[config.mk]
export PLATFORM = sky130hd
export DESIGN_NAME = cache_axi_rd_arbiter
export DESIGN_NICKNAME = d
export VERILOG_FILES = /design/src/rtl/cache_axi_pkg.sv /design/src/rtl/cache_axi_rd_arbiter_rr.sv /design/src/rtl/cache_axi_rd_arbiter.sv
export SDC_FILE = /design/constraint.sdc
export NUM_CORES = 1
export LEC_CHECK = 0
export ABC_AREA = 1
export BUFFER_PORTS_ARGS = -buffer_cell sky130_fd_sc_hd__buf_2
export CAP_MARGIN = 20
export CORE_MARGIN = 1
export CORE_UTILIZATION = 30
export DETAILED_ROUTE_END_ITERATION = 6
export PLACE_DENSITY = 0.66
export REMOVE_ABC_BUFFERS = 1
export SKIP_CTS_REPAIR_TIMING = 1
export SYNTH_ARGS = -nofsm -noshare
export SYNTH_HDL_FRONTEND = slang
export SYNTH_SLANG_ARGS = --single-unit
export TNS_END_PERCENT = 10
[constraint.sdc]
create_clock -name clk -period 1.1 [get_ports clk]
set_input_delay 0.165 -clock clk [delete_from_list [all_inputs] [get_ports clk]]
set_output_delay 0.165 -clock clk [all_outputs]
set_load 0.05 [all_outputs]
[src/rtl/cache_axi_pkg.sv]
// Shared definitions for the cache AXI read/write path arbiters.
//   arb_state_e : burst arbiter state (IDLE -> ADDR -> DATA)
//   SIZE_4B     : AXI arsize encoding for 4-byte beats
//   LINE_BEATS  : beats per cache line; LINE_ARLEN is the matching arlen
//   idx_width() : index width for an N-entry vector, never below 1 bit
package cache_axi_pkg;

  typedef enum logic [1:0] {
    IDLE = 2'd0,
    ADDR = 2'd1,
    DATA = 2'd2
  } arb_state_e;

  localparam logic [2:0]  SIZE_4B    = 3'b010;
  localparam int unsigned LINE_BEATS = 4;
  localparam logic [3:0]  LINE_ARLEN = 4'(LINE_BEATS - 1);

  function automatic int unsigned idx_width(input int unsigned n);
    return (n > 1) ? $clog2(n) : 1;
  endfunction

endpackage

[src/rtl/cache_axi_rd_arbiter_rr.sv]
// Combinational round-robin picker.
//   req         : request vector, one bit per master
//   rr_ptr      : highest-priority index for this pick
//   grant       : one-hot grant (all zero when no request)
//   grant_idx   : binary index of the granted master
//   grant_valid : at least one request present
module rr_arbiter #(
  parameter int unsigned NUM_MASTERS = 2,
  parameter int unsigned IDX_W       = 1
) (
  input  logic [NUM_MASTERS-1:0] req,
  input  logic [IDX_W-1:0]       rr_ptr,
  output logic [NUM_MASTERS-1:0] grant,
  output logic [IDX_W-1:0]       grant_idx,
  output logic                   grant_valid
);

  always_comb begin
    int unsigned cand;
    logic [IDX_W-1:0] cidx;
    cand        = 0;
    cidx        = '0;
    grant       = '0;
    grant_idx   = '0;
    grant_valid = 1'b0;
    // Scan from rr_ptr upward; subtract instead of modulo so any N works.
    for (int unsigned off = 0; off < NUM_MASTERS; off++) begin
      cand = 32'(rr_ptr) + off;
      if (cand >= NUM_MASTERS) cand = cand - NUM_MASTERS;
      cidx = IDX_W'(cand);
      if (!grant_valid && req[cidx]) begin
        grant_valid = 1'b1;
        grant[cidx] = 1'b1;
        grant_idx   = cidx;
      end
    end
  end

endmodule

[src/rtl/cache_axi_rd_arbiter.sv]
// N-master AXI read-burst arbiter: merges per-cache AR/R channels onto one
// downstream AR/R port, one burst outstanding, round-robin grant.
//   m_ar*      : per-master AR channels (packed, master i at [i*W +: W])
//   m_r*       : R data/last broadcast, rvalid/rready per master
//   s_ar*/s_r* : shared downstream AR/R port
//   busy       : a burst is in progress
//   grant_idx  : current / last granted master
//   err_len    : sticky, rlast position disagreed with the latched arlen
module cache_axi_rd_arbiter
  import cache_axi_pkg::*;
#(
  parameter int unsigned NUM_MASTERS = 2,
  parameter int unsigned ADDR_W      = 32,
  parameter int unsigned DATA_W      = 32,
  parameter int unsigned LEN_W       = 4
) (
  input  logic                              clk,
  input  logic                              rst,
  input  logic [NUM_MASTERS*ADDR_W-1:0]     m_araddr,
  input  logic [NUM_MASTERS*LEN_W-1:0]      m_arlen,
  input  logic [NUM_MASTERS*3-1:0]          m_arsize,
  input  logic [NUM_MASTERS-1:0]            m_arvalid,
  output logic [NUM_MASTERS-1:0]            m_arready,
  output logic [DATA_W-1:0]                 m_rdata,
  output logic                              m_rlast,
  output logic [NUM_MASTERS-1:0]            m_rvalid,
  input  logic [NUM_MASTERS-1:0]            m_rready,
  output logic [ADDR_W-1:0]                 s_araddr,
  output logic [LEN_W-1:0]                  s_arlen,
  output logic [2:0]                        s_arsize,
  output logic                              s_arvalid,
  input  logic                              s_arready,
  input  logic [DATA_W-1:0]                 s_rdata,
  input  logic                              s_rlast,
  input  logic                              s_rvalid,
  output logic                              s_rready,
  output logic                              busy,
  output logic [idx_width(NUM_MASTERS)-1:0] grant_idx,
  output logic                              err_len
);

  localparam int unsigned IDX_W = idx_width(NUM_MASTERS);

  arb_state_e        state;
  logic [IDX_W-1:0]  rr_ptr;
  logic [LEN_W-1:0]  beat_cnt;
  logic [ADDR_W-1:0] lat_addr;
  logic [LEN_W-1:0]  lat_len;
  logic [2:0]        lat_size;

  logic [NUM_MASTERS-1:0] arb_grant;
  logic [IDX_W-1:0]       arb_idx;
  logic                   arb_valid;

  logic [ADDR_W-1:0] sel_addr;
  logic [LEN_W-1:0]  sel_len;
  logic [2:0]        sel_size;

  rr_arbiter #(
    .NUM_MASTERS (NUM_MASTERS),
    .IDX_W       (IDX_W)
  ) u_rr (
    .req         (m_arvalid),
    .rr_ptr      (rr_ptr),
    .grant       (arb_grant),
    .grant_idx   (arb_idx),
    .grant_valid (arb_valid)
  );

  // One-hot AND-OR select of the winning master's AR fields.
  always_comb begin
    sel_addr = '0;
    sel_len  = '0;
    sel_size = '0;
    for (int unsigned i = 0; i < NUM_MASTERS; i++) begin
      if (arb_grant[i]) begin
        sel_addr = sel_addr | m_araddr[i*ADDR_W +: ADDR_W];
        sel_len  = sel_len  | m_arlen[i*LEN_W +: LEN_W];
        sel_size = sel_size | m_arsize[i*3 +: 3];
      end
    end
  end

  always_ff @(posedge clk or negedge rst) begin
    if (!rst) begin
      state     <= IDLE;
      rr_ptr    <= '0;
      grant_idx <= '0;
      beat_cnt  <= '0;
      lat_addr  <= '0;
      lat_len   <= '0;
      lat_size  <= '0;
      err_len   <= 1'b0;
    end else begin
      unique case (state)
        IDLE: begin
          if (arb_valid) begin
            grant_idx <= arb_idx;
            lat_addr  <= sel_addr;
            lat_len   <= sel_len;
            lat_size  <= sel_size;
            state     <= ADDR;
          end
        end
        ADDR: begin
          if (s_arready) begin
            beat_cnt <= '0;
            state    <= DATA;
          end
        end
        DATA: begin
          if (s_rvalid && s_rready) begin
            beat_cnt <= beat_cnt + 1'b1;
            if (s_rlast) begin
              if (beat_cnt != lat_len) err_len <= 1'b1;
              rr_ptr <= (grant_idx == IDX_W'(NUM_MASTERS - 1)) ? '0 : grant_idx + 1'b1;
              state  <= IDLE;
            end else if (beat_cnt == lat_len) begin
              // Expected last beat without rlast: flag it, keep forwarding.
              err_len <= 1'b1;
            end
          end
        end
        default: state <= IDLE;
      endcase
    end
  end

  assign s_araddr  = lat_addr;
  assign s_arlen   = lat_len;
  assign s_arsize  = lat_size;
  assign s_arvalid = (state == ADDR);
  assign busy      = (state != IDLE);
  assign m_rdata   = s_rdata;
  assign m_rlast   = s_rlast;

  always_comb begin
    m_arready = '0;
    m_rvalid  = '0;
    s_rready  = 1'b0;
    if (state == ADDR) m_arready[grant_idx] = s_arready;
    if (state == DATA) begin
      m_rvalid[grant_idx] = s_rvalid;
      s_rready            = m_rready[grant_idx];
    end
  end

endmodule

==> results by group <==
CTS
  – CTS Buffer Depth: 2
  – CTS root buffer: clkbuf_8
  – CTS sink cnt: 48
  – CTS buffer count: 5
  – Clock slew at reported path FFs: 0.10 ns
  – H-Tree Depth: 2
  – Skew-Pair Late Insertion Delay: 0.30 ns
  – TritonCTS clock tree: done

STA
  – Fin Setup TNS: -12.62 ns
  – Worst setup slack after layout: -0.419 ns
  – Final min period: 1.52 ns
  – RSZ-0062 raised after global routing: yes
  – Fmax: 658 MHz
  – Worst Tran Pin Value: 0.271 ns
  – Clk_skew: 0.0105 ns
  – Fin. Hold Viols: 0
  – Slew HR: 82.0%
  – Fin. max-slew vios: 0
  – Worst hold margin: 0.0688 ns
  – Final number of setup-violating endpoints: 56
  – Post-route clock period utilization: 138%

Job
  – Maxcap violations: 0

Global routing
  – Pin count of the biggest net entering global routing: 49
  – First-pass GRT wire length: 12,400 um
  – Total grt overflow: 0
  – Total track usage: 19.1%
  – Initial antenna violation count: 0
  – Number of global-route vias before repair: 2,262

Final layout
  – Ant. Diodes: 0
  – Fin nets: 583
  – Fraction of layout cells with a size suffix above 1: 45.9%
  – Final core utilization: 46.9%
  – P&R area growth vs syn: 50.6%

Routing
  – Final ANT Viol Nets: 0
  – Drt pass-1 iters: 5
  – Routed len/inst: 16.5 um
  – Via/cell ratio: 4.72
  – Drt total wl: 9370 um
  – DRT iter0 DRCs: 99
  – Vias after detailed routing: 2,683
  – # DRC: 0

Worst hold path
  – Hold depth: 3
  – Hold crit path type: in -> reg

Die
  – Core ar.: 0.00822 mm^2
  – Row cnt: 33
  – Die width: 94.3 um
  – Initial core utilization: 31.1%
  – IO Count: 200
  – Die height: 94.3 um
  – Die ar.: 0.00890 mm^2

Synthesis
  – Mapped Cells: 331
  – Mean Syn Cell Area: 7.73 um^2
  – Ranking of synthesized cells by area: dfrtp_1 (47%), nand2_1 (21%), buf_4 (10%)
  – Simple-Gate Fraction of Synth Area: 32.0%
  – Yosys reg bits: 48
  – Post-synthesis cell area: 0.00256 mm^2
  – Sequential share of the synthesized area: 47.0%
  – Adder-cell share of the synthesized area: 0.489%
  – Cell taking the most area after synthesis: dfrtp_1
  – Post-synth top area share: 47.0%
  – Synthesis Warnings: 0
  – Xor/xnor share of the synthesized area: 1.03%
  – Distinct cells, synth: 22
  – Complex-gate fraction of the synthesized area: 3.57%
  – Mux contribution to synthesized area: 0.391%
  – Main combinational cell family by area after synthesis: simple AND/OR/NAND/NOR gates

Placed design
  – Port bufs: 135
  – DP HPWL: 6560 um
  – Routability Congestion: 0.783

Power and ir drop
  – Worst vdd ir: 1.38 mV
  – Leakage: 0.00205 uW
  – Pwr dens: 3120 mW/mm^2
  – Total power: 12,000 uW

Outcome
  – Failing checks: negative setup slack
  – Status: finished with violations

Worst setup path
  – Crit path max fanout: 3
  – Critical Path Start Type: flip-flop
  – Arr. time, crit path: 1.35 ns
  – Crit end category: primary output
  – Reg2Reg Depth: 7
  – Critical path data required time: 0.94 ns
  – Setup CP Type: reg -> out
## cell usage in the layout (no fill, tap or decap)
| master | instances |
|---|---|
| o21ai_2 | 1 |
| nor2_2 | 4 |
| xnor2_1 | 2 |
| mux2i_1 | 1 |
| dfrtp_2 | 1 |
| buf_2 | 88 |
| buf_12 | 5 |
| inv_1 | 18 |
| ha_1 | 1 |
| o21bai_1 | 1 |
| nand2_2 | 11 |
| nand2_1 | 133 |
| inv_2 | 2 |
| nor2_4 | 3 |
| nand3_2 | 7 |
| nand3_4 | 1 |
| nor3_2 | 2 |
| nand2_4 | 1 |
| xor2_1 | 1 |
| clkbuf_4 | 7 |
| a21oi_4 | 1 |
| nor2_1 | 6 |
| clkinv_2 | 2 |
| nand3_1 | 32 |
| o21ai_0 | 2 |
| o31ai_1 | 1 |
| clkbuf_8 | 6 |
| clkbuf_16 | 4 |
| dlygate4sd3_1 | 1 |
| o211ai_1 | 4 |
| o21ai_4 | 1 |
| o21ai_1 | 1 |
| buf_4 | 48 |
| a21oi_2 | 1 |
| dfrtp_1 | 47 |
| buf_6 | 15 |
| buf_8 | 2 |
## routing by layer
metal / up-vias / share of wire, % / global-route usage [%]
li1: 1256 / - / -
met1: 1251 / 41 / 24.4
met2: 160 / 42 / 25.1
met3: 12 / 13 / 13.0
met4: 4 / 1.5 / 4.36
met5: - / 1.4 / 11.3
## flip-flops by register name, indices dropped and copies added, names as in the netlist
register	cells
s_arsize	3
err_len	1
state	2
grant_idx	1
rr_ptr	1
beat_cnt	4
s_araddr	32
s_arlen	4
## cell type report
| cell class | count | area [um^2] |
|---|---|---|
| sequential | 48 | 1200 |
| inverter | 20 | 75.1 |
| fill | 802 | 4370 |
| multi-input combinational | 218 | 1090 |
| clock buffer | 6 | 82.6 |
| clock inverter | 2 | 10.0 |
| tap | 105 | 131 |
| timing repair buffer | 170 | 1260 |
## per-stage QoR
step | setup slack (ns) | instances | cell area, um^2
6_report | -0.419 | 569 | 3850
5_1_grt | -0.498 | 569 | 3850
4_1_cts | -0.494 | 557 | 3380
3_5_place_dp | -0.269 | 549 | 3290
3_3_place_gp | -0.206 | 549 | 3290
2_1_floorplan | -1.11 | 286 | 2230
## where the power goes
part	switching (uW)	total, uW	internal [uW]	leakage [uW]
Clock	605	1110	504	0.0000510
Sequential	572	3120	2550	0.000598
Combinational	4940	7780	2840	0.00140
Total	6120	12000	5900	0.00205
## synthesized netlist by cell type (all sizes together)
cell and n:
nand3 40, o211ai 4, buf 45, inv 20, o21ai 5, nor2 13, mux2i 1, o21bai 1
o31ai 1, xor2 1, dfrtp 48, ha 1, nand2 145, xnor2 2, nor3 2, a21oi 2
## worst max-delay path, stage by stage, from the launching register on
cell and delay (ns):
dfrtp_1 0.44, inv_1 0.09, nor2_2 0.16, nand2_2 0.10, nor2_2 0.10, buf_6 0.16
## logic make-up after synthesis
| kind of cell | after synthesis |
|---|---|
| AND/OR/NAND/NOR | 200 |
| buffers and inverters | 65 |
| flip-flops | 48 |
| AO/OA/AOI/OAI | 13 |
| XOR/XNOR | 3 |
| multiplexers | 1 |
| adder cells (fa/ha/maj) | 1 |
## path summary, 6_finish.rpt
kind	start	end	slack, ns
setup reg to reg	state[0]$_DFFE_PN0P_	beat_cnt[1]$_DFFE_PN0P_	-0.29
hold / removal	m_araddr[41]	s_araddr[9]$_DFFE_PN0P_	0.07
setup / recovery	state[0]$_DFFE_PN0P_	m_arready[0]	-0.42
min in group asynchronous	rst	s_araddr[16]$_DFFE_PN0P_	0.37
hold reg to reg	s_araddr[5]$_DFFE_PN0P_	s_araddr[5]$_DFFE_PN0P_	0.51
max in group asynchronous	rst	s_araddr[18]$_DFFE_PN0P_	0.49
Note: power is estimated with default switching activity, not from simulation.
